--- src/rtl/i2c_fifo_pkg.sv ---
// Shared constants for the I2C controller: data/FIFO geometry and APB register offsets.
package i2c_fifo_pkg;

    localparam int unsigned I2C_DWIDTH      = 32;
    localparam int unsigned I2C_FIFO_AWIDTH = 5;
    localparam int unsigned I2C_FIFO_DEPTH  = 1 << I2C_FIFO_AWIDTH;

    typedef enum logic [3:0] {
        APB_TX      = 4'd0,
        APB_RX      = 4'd4,
        APB_CONFIG  = 4'd8,
        APB_TIMEOUT = 4'd12
    } apb_reg_e;

    typedef struct packed {
        logic full;
        logic empty;
        logic error;
    } fifo_status_t;

endpackage

--- src/rtl/i2c_fifo_if.sv ---
// FIFO access bundle: producer/consumer controls towards the FIFO and data/status back.
interface i2c_fifo_if
    import i2c_fifo_pkg::*;
#(
    parameter int unsigned DWIDTH = I2C_DWIDTH,
    parameter int unsigned AWIDTH = I2C_FIFO_AWIDTH
) ();

    logic              CLEAR;
    logic              WR_ENA;
    logic              RD_ENA;
    logic [DWIDTH-1:0] DATA_IN;
    logic [DWIDTH-1:0] DATA_OUT;
    logic              F_FULL;
    logic              F_EMPTY;
    logic [AWIDTH:0]   LEVEL;
    logic              ERROR;

    modport master (
        output CLEAR, WR_ENA, RD_ENA, DATA_IN,
        input  DATA_OUT, F_FULL, F_EMPTY, LEVEL, ERROR
    );

    modport slave (
        input  CLEAR, WR_ENA, RD_ENA, DATA_IN,
        output DATA_OUT, F_FULL, F_EMPTY, LEVEL, ERROR
    );

endinterface

--- src/rtl/i2c_fifo_ram.sv ---
// Simple dual-port storage: one write port, one registered read port; storage is never reset.
module i2c_fifo_ram
    import i2c_fifo_pkg::*;
#(
    parameter int unsigned DWIDTH = I2C_DWIDTH,
    parameter int unsigned AWIDTH = I2C_FIFO_AWIDTH
) (
    input  logic              clk,
    input  logic              rst,
    input  logic              i_wr_en,
    input  logic [AWIDTH-1:0] i_wr_addr,
    input  logic [DWIDTH-1:0] i_wr_data,
    input  logic              i_rd_en,
    input  logic [AWIDTH-1:0] i_rd_addr,
    output logic [DWIDTH-1:0] o_rd_data
);

    localparam int unsigned DEPTH = 1 << AWIDTH;

    logic [DWIDTH-1:0] r_mem [DEPTH];
    logic [DWIDTH-1:0] r_rd_data;

    always_ff @(posedge clk) begin
        if (i_wr_en) begin
            r_mem[i_wr_addr] <= i_wr_data;
        end
    end

    // Read-before-write on a shared address returns the old word (needed when full).
    always_ff @(posedge clk or posedge rst) begin
        if (rst) begin
            r_rd_data <= '0;
        end else if (i_rd_en) begin
            r_rd_data <= r_mem[i_rd_addr];
        end
    end

    assign o_rd_data = r_rd_data;

endmodule

--- src/rtl/i2c_fifo.sv ---
// Single-clock FIFO between the APB slave and the I2C bit engine; owns pointers, level, flags and error pulse.
module i2c_fifo
    import i2c_fifo_pkg::*;
#(
    parameter int unsigned DWIDTH = I2C_DWIDTH,
    parameter int unsigned AWIDTH = I2C_FIFO_AWIDTH
) (
    input  logic        PCLK,
    input  logic        PRESET,
    i2c_fifo_if.slave   fifo
);

    localparam int unsigned LW    = AWIDTH + 1;
    localparam int unsigned DEPTH = 1 << AWIDTH;

    logic [AWIDTH-1:0] r_wr_ptr;
    logic [AWIDTH-1:0] r_rd_ptr;
    logic [LW-1:0]     r_level;
    logic              r_full;
    logic              r_empty;
    logic              r_error;

    logic              w_rd_ok;
    logic              w_wr_ok;
    logic              w_overflow;
    logic              w_underflow;
    logic [LW-1:0]     w_level_nxt;
    logic [DWIDTH-1:0] w_rd_data;

    // A read on a full FIFO frees the slot the simultaneous write lands in.
    assign w_rd_ok     = fifo.RD_ENA & ~r_empty;
    assign w_wr_ok     = fifo.WR_ENA & (~r_full | w_rd_ok);
    assign w_overflow  = fifo.WR_ENA & ~w_wr_ok;
    assign w_underflow = fifo.RD_ENA & ~w_rd_ok;

    always_comb begin
        w_level_nxt = r_level;
        if (w_wr_ok && !w_rd_ok) begin
            w_level_nxt = r_level + LW'(1);
        end else if (w_rd_ok && !w_wr_ok) begin
            w_level_nxt = r_level - LW'(1);
        end
    end

    always_ff @(posedge PCLK or posedge PRESET) begin
        if (PRESET) begin
            r_wr_ptr <= '0;
            r_rd_ptr <= '0;
            r_level  <= '0;
            r_full   <= 1'b0;
            r_empty  <= 1'b1;
            r_error  <= 1'b0;
        end else if (fifo.CLEAR) begin
            r_wr_ptr <= '0;
            r_rd_ptr <= '0;
            r_level  <= '0;
            r_full   <= 1'b0;
            r_empty  <= 1'b1;
            r_error  <= 1'b0;
        end else begin
            if (w_wr_ok) begin
                r_wr_ptr <= r_wr_ptr + AWIDTH'(1);
            end
            if (w_rd_ok) begin
                r_rd_ptr <= r_rd_ptr + AWIDTH'(1);
            end
            r_level <= w_level_nxt;
            r_full  <= (w_level_nxt == LW'(DEPTH));
            r_empty <= (w_level_nxt == '0);
            r_error <= w_overflow | w_underflow;
        end
    end

    i2c_fifo_ram #(
        .DWIDTH (DWIDTH),
        .AWIDTH (AWIDTH)
    ) u_ram (
        .clk       (PCLK),
        .rst       (PRESET),
        .i_wr_en   (w_wr_ok & ~fifo.CLEAR),
        .i_wr_addr (r_wr_ptr),
        .i_wr_data (fifo.DATA_IN),
        .i_rd_en   (w_rd_ok & ~fifo.CLEAR),
        .i_rd_addr (r_rd_ptr),
        .o_rd_data (w_rd_data)
    );

    assign fifo.DATA_OUT = w_rd_data;
    assign fifo.F_FULL   = r_full;
    assign fifo.F_EMPTY  = r_empty;
    assign fifo.LEVEL    = r_level;
    assign fifo.ERROR    = r_error;

endmodule
--- src/flat_wrapper.sv ---
// flat-port wrapper written by rule: the top's interface ports become plain ports
module i2c_fifo_flat import i2c_fifo_pkg::*;
#(
    parameter int unsigned DWIDTH = I2C_DWIDTH,
    parameter int unsigned AWIDTH = I2C_FIFO_AWIDTH
)
  (PCLK, PRESET, fifo_CLEAR, fifo_WR_ENA, fifo_RD_ENA, fifo_DATA_IN, fifo_DATA_OUT, fifo_F_FULL, fifo_F_EMPTY, fifo_LEVEL, fifo_ERROR);
  i2c_fifo_if #(.DWIDTH(DWIDTH), .AWIDTH(AWIDTH)) fifo_i ();
  input  logic PCLK;
  input  logic PRESET;
  input wire logic [$bits(fifo_i.CLEAR)-1:0] fifo_CLEAR;
  input wire logic [$bits(fifo_i.WR_ENA)-1:0] fifo_WR_ENA;
  input wire logic [$bits(fifo_i.RD_ENA)-1:0] fifo_RD_ENA;
  input wire logic [$bits(fifo_i.DATA_IN)-1:0] fifo_DATA_IN;
  output wire logic [$bits(fifo_i.DATA_OUT)-1:0] fifo_DATA_OUT;
  output wire logic [$bits(fifo_i.F_FULL)-1:0] fifo_F_FULL;
  output wire logic [$bits(fifo_i.F_EMPTY)-1:0] fifo_F_EMPTY;
  output wire logic [$bits(fifo_i.LEVEL)-1:0] fifo_LEVEL;
  output wire logic [$bits(fifo_i.ERROR)-1:0] fifo_ERROR;
  assign fifo_i.CLEAR = fifo_CLEAR;
  assign fifo_i.WR_ENA = fifo_WR_ENA;
  assign fifo_i.RD_ENA = fifo_RD_ENA;
  assign fifo_i.DATA_IN = fifo_DATA_IN;
  assign fifo_DATA_OUT = fifo_i.DATA_OUT;
  assign fifo_F_FULL = fifo_i.F_FULL;
  assign fifo_F_EMPTY = fifo_i.F_EMPTY;
  assign fifo_LEVEL = fifo_i.LEVEL;
  assign fifo_ERROR = fifo_i.ERROR;
  i2c_fifo #(.DWIDTH(DWIDTH), .AWIDTH(AWIDTH)) u_core (.PCLK(PCLK), .PRESET(PRESET), .fifo(fifo_i));
endmodule
--- config.mk ---
export PLATFORM = sky130hd
export DESIGN_NAME = i2c_fifo_flat
export DESIGN_NICKNAME = d
export VERILOG_FILES = /design/src/rtl/i2c_fifo_pkg.sv /design/src/rtl/i2c_fifo_if.sv /design/src/rtl/i2c_fifo_ram.sv /design/src/rtl/i2c_fifo.sv /design/src/flat_wrapper.sv
export SDC_FILE = /design/constraint.sdc
export NUM_CORES = 1
export LEC_CHECK = 0
export ABC_AREA = 1
export CORE_MARGIN = 2
export CORE_UTILIZATION = 45
export CTS_BUF_LIST = sky130_fd_sc_hd__clkbuf_8
export DETAILED_ROUTE_END_ITERATION = 10
export SETUP_SLACK_MARGIN = 0.15
export SLEW_MARGIN = 20
export SYNTH_ARGS = -nofsm -noshare
export SYNTH_HDL_FRONTEND = slang
export SYNTH_SLANG_ARGS = --single-unit
export TNS_END_PERCENT = 20
--- constraint.sdc ---
create_clock -name PCLK -period 5.6 [get_ports PCLK]
set_input_delay 0.84 -clock PCLK [delete_from_list [all_inputs] [get_ports PCLK]]
set_output_delay 0.84 -clock PCLK [all_outputs]
set_load 0.02 [all_outputs]
# Yosys cells after proc, flatten, opt, wreduce, memory -nomap -nowiden

Memories as Yosys holds them, arrays and structs flattened. A register that Yosys moved wholly into a read port is not among the register bits.
Cells that the tools add are included.

Flip-flop bits (word level): 19
Latch bits: 0
Bits in writable memories: 1024
Memory bits (read-only): 0
Word-level logic and storage cells: 44
Memories: 1

Memory list:

| memory             | depth | width | rd ports | clocked after memory_dff | write ports | line               | RTL |
|---|---|---|---|---|---|---|---|
| u_core.u_ram.r_mem | 32    | 32    | 1        | 1                        | 1           | i2c_fifo_ram.sv:20 | `logic [DWIDTH-1:0] r_mem [DEPTH];` |

Add/subtract/negate cells: 4
Multiply operators: 0
Divide/modulo/power cells: 0
Magnitude comparators: 0
Equality and inequality tests: 1
Shifts and indexed selects: 0
Muxes and demuxes: 12
Bitwise logic cells: 13
Reductions and logical operators: 7

Operators by type and width:

| kind                                              | count |
|---|---|
| two-way mux 5 bit                                 | 4 |
| two-way mux 6 bit                                 | 3 |
| adder 5 x 1 -> 5 bit (second input constant)      | 2 |
| adder 6 x 1 -> 6 bit (second input constant)      | 1 |
| AND 1 bit                                         | 6 |
| == test 6 bit (second input constant)             | 1 |
| zero test 6 bit                                   | 1 |
| subtractor 6 x 1 -> 6 bit (second input constant) | 1 |
| two-way mux 1 bit                                 | 5 |
| inverter 1 bit                                    | 5 |
| nonzero test 2 bit                                | 2 |
| logical AND 1 bit                                 | 2 |
| zero test 1 bit                                   | 2 |
| bitwise OR 1 bit                                  | 2 |

# Longest topological paths before layout

Depth in word-level cells: 10
Mapped depth: 13
Gate-level depth less buffers: 11

# By module

A second synthesis with hierarchy kept.

Cells, all modules: 3719
Area, all modules: 43777.0 µm²

Modules (own cells, without submodules):

| module       | times used | cells an instance | area an instance (µm²) |
|---|---|---|---|
| i2c_fifo_ram | 1          | 3545              | 42573.3 |
| i2c_fifo     | 1          | 174               | 1203.7 |

# Least setup slack after synthesis

Ideal clock, no wire load.

Path kind: input-to-reg
Start: input fifo_RD_ENA
End: memory u_core.u_ram.r_mem[0][0] (netlist bit), enable pin
Data arrival time: 3.124 ns
Required time: 5.179 ns
Path slack: 2.055 ns
Stages on the path: 6
Path buffers: 0
Cells stage by stage: nand2_1 > a21oi_1 > inv_1 > nor2_1 > nand2_1 > nor2_1

Longest elaborated chain between the ends: 6

Ends and longest elaborated chain:

| what                                    | line               | RTL |
|---|---|---|
| start: declaration                      | flat_wrapper.sv:13 | `input wire logic [$bits(fifo_i.RD_ENA)-1:0] fifo_RD_ENA;` |
| AND 1 bit                               | i2c_fifo.sv:31     | `assign w_rd_ok = fifo.RD_ENA & ~r_empty;` |
| bitwise OR 1 bit                        | i2c_fifo.sv:32     | `assign w_wr_ok = fifo.WR_ENA & (~r_full \| w_rd_ok);` |
| AND 1 bit                               | i2c_fifo.sv:32     |  |
| AND 1 bit                               | i2c_fifo.sv:80     | `.i_wr_en (w_wr_ok & ~fifo.CLEAR),` |
| two-way mux 1 bit                       | i2c_fifo_ram.sv:24 | `if (i_wr_en) begin` |
| two-way mux 1 bit (not written as such) | i2c_fifo_ram.sv:25 | `r_mem[i_wr_addr] <= i_wr_data;` |
| end: declaration                        | i2c_fifo_ram.sv:20 |  |

Every way passes these cells.

# Final worst setup path

Start: input fifo_RD_ENA
End: memory u_core.u_ram.r_mem[16][18] (netlist bit), enable pin

The elaborated chain is that of the path after synthesis.

==> results.md <==
- Reg-to-reg startpoint: u_core.fifo.F_EMPTY$_DFF_PP1_
- DP Wirelength: 68300 um
- Count of cell types in the netlist: 29
- Initial Util: 0.455
- Hold path startpoint: u_core.u_ram.o_rd_data[7]$_DFFE_PP0P_
- Total CTS buffers: 174
- Largest net degree at the start of global routing: 166
- Peak fanout along the critical path: 16
- Final setup viols: 0
- Post-synthesis async set-or-reset flop share: 0.0474
- Main area contributors after synthesis: edfxtp_1, nor2_1, nand2_1
- CTS root buf: clkbuf_8
- Clk_skew: 39.3 ps
- Mean number of vias per cell: 5.55
- IO Pins: 78
- Post-CTS setup buffers: 0
- CP required: 6120 ps
- Row count: 113
- Antenna-violating nets left: 0
- Worst relative slew slack: 0.245
- Synth Net Count: 3600
- Leak Pwr: 16.9 nW
- GP Congestion: 0.838
- Cells after Synth: 3556
- CP max-delay cell: nor2_4
- Slew @ Worst Pin: 1130 ps
- Worst skew pair latency: 850 ps
- DR WL/cell: 24.0 um
- Port buffer count: 77
- Post-synth top cells: edfxtp_1, nor2_1, nand2_1
- Yosys warnings: 0
- Post-synth EDFFs: 1024
- TritonCTS clock tree: done
- Synth Cell Area: 0.0432 mm2
- Vias: 28200
- Hold_buf cts: 0
- Antenna violations before repair: 3
- Worst-path cell chain: clkdlybuf4s50_1 > nand2_1 > a21oi_1 > inv_1 > nor2_1 > nand2_1 > nor2_4 > buf_4
- Hold Path Class: register to register
- Arr. time, crit path: 4270 ps
- Max incr delay on CP: 830 ps
- Pwr Density: 347 mW/mm2
- Fin. Hold Viols: 0
- Slew Viols, Final: 0
- Post-place setup slack: 1050 ps
- Setup TNS: 0 ps
- Clock buffer depth: 3
- Post-route DRC: 0
- CP startpoint: fifo_RD_ENA
- Buf/Inv on CP: 3
- Syn-to-layout area delta: 12.3%
- Final min period: 3750 ps
- Fin crit share: 0.670
- Die footprint: 0.0985 mm2
- Fin Hold WS: 479 ps
- F_max: 266 MHz
- Vias in the first global route: 27300
- Post_cts resized: 0
- Worst IR drop on VDD: 0.206 mV
- Leading area contributor after synthesis: edfxtp_1
- Nets@finish: 3720
- Max-cap violations: 0
- 1st-iter DRT viols: 3308
- Outcome: finished, final reports clean
- Synth Register Bits: 1075
- CP dominant cell by count: nand2_1
- Prevailing post-synth register cell: edfxtp_1
- Final Cell Area: 0.0485 mm2
- Unrepaired setup endpoints after global routing: no
- Crit path kind: input port to register
- Seq/Total Area, Yosys: 0.741
- Global-route wire length before repair: 179000 um
- Die Height: 314 um
- Final WL: 122000 um
- Chip width: 314 um
- GRT Total Usage: 0.247
- H-tree depth: 4
- Grt ovf: 0
- Final worst slack: 1850 ps
- Syn Area/Cell: 12.2 um2
- Most frequent cell after synthesis: edfxtp_1
- Total power: 16.9 mW
- Top delay family on crit path: simple AND/OR/NAND/NOR gates
- Drt first pass iters: 6
- Clock slew at reported path FFs: 60 ps
- Share of cells above drive strength 1: 0.104
- DP Area: 0.0454 mm2
- Top-area cell type share of the netlist area: 0.712
- Clk sink count: 1075
- Crit end category: register
- Startpoint types: input port
- CORE AREA: 0.0950 mm2
## layer usage
metal  vias up  track usage  routed length, um
li1      12900            -                  -
met1     13900        0.342              50700
met2      1223        0.396              58000
met3       187       0.0513              10200
met4         0       0.0727               2830
met5         -            0                  0
## where the power goes
part | switching [mW] | leakage, nW | internal (mW)
combinational | 1.06 | 5.17 | 0.457
clock | 3.14 | 1.86 | 3.16
sequential | 0.124 | 9.86 | 8.92
## registers in the layout, indices dropped and copies added, names as in the netlist
name / cells
u_core.fifo.F_FULL: 1
u_core.fifo.LEVEL: 6
u_core.r_wr_ptr: 5
u_core.u_ram.o_rd_data: 32
u_core.fifo.F_EMPTY: 1
u_core.r_rd_ptr: 5
u_core.fifo.ERROR: 1
u_core.u_ram.r_mem: 1024
## placed cells by master, fill, tap and decap left out, drive strengths merged, types with 33 or more instances in the layout
cell,netlist,layout
clkdlybuf4s50,0,54
edfxtp,1024,1024
inv,62,135
buf,110,105
dfrtp,50,50
nor2,785,785
o21ai,458,458
clkinv,3,50
or2,33,33
a21oi,70,70
clkbuf,106,186
nand3,274,274
o211ai,96,96
nand2,465,465
## stage by stage
stage	instances	utilization
final	5078	0.511
after floorplan	3556	-
after global routing	5075	0.511
after global placement	4765	0.477
after CTS	5073	0.511
after detailed placement	4765	0.477
## worst min-delay path, cell delays in order, from the launching register on
cell and delay, ps:
dfrtp_1 340, nand2_1 50, nand2_1 50
## path summary, 6_finish.rpt
check / endpoint / slack (ps) / cells past startpoint
min in group asynchronous: u_core.fifo.LEVEL[1]$_DFF_PP0_ / 560 / 3
max in group asynchronous: u_core.r_rd_ptr[0]$_DFFE_PP0P_ / 4410 / 3
min reg2reg: u_core.u_ram.o_rd_data[7]$_DFFE_PP0P_ / 480 / 2
min: u_core.u_ram.o_rd_data[7]$_DFFE_PP0P_ / 480 / 2
max reg2reg: u_core.u_ram.r_mem[16][18]$_DFFE_PP_ / 1950 / 8
max: u_core.u_ram.r_mem[16][18]$_DFFE_PP_ / 1850 / 8
## cell families after synthesis
family | share of synthesized area
and+or+nand+nor | 0.146
DFF | 0.741
AOI/OAI and AO/OA | 0.0780
buffers and inverters | 0.0320
adders and majority gates | 0.00203
xor gates and xnor gates | 0.000405
## area by class of cell
class | count | area [um2]
Tap cell | 1265 | 1580
Fill cell | 8317 | 46500
Clock inverter | 123 | 633
Inverter | 65 | 259
Clock buffer | 185 | 2550
Antenna cell | 5 | 12.5
Multi-Input combinational cell | 2200 | 10100
Timing Repair Buffer | 160 | 1420
Sequential cell | 1075 | 32000
Power figures use the tool's default switching activity.
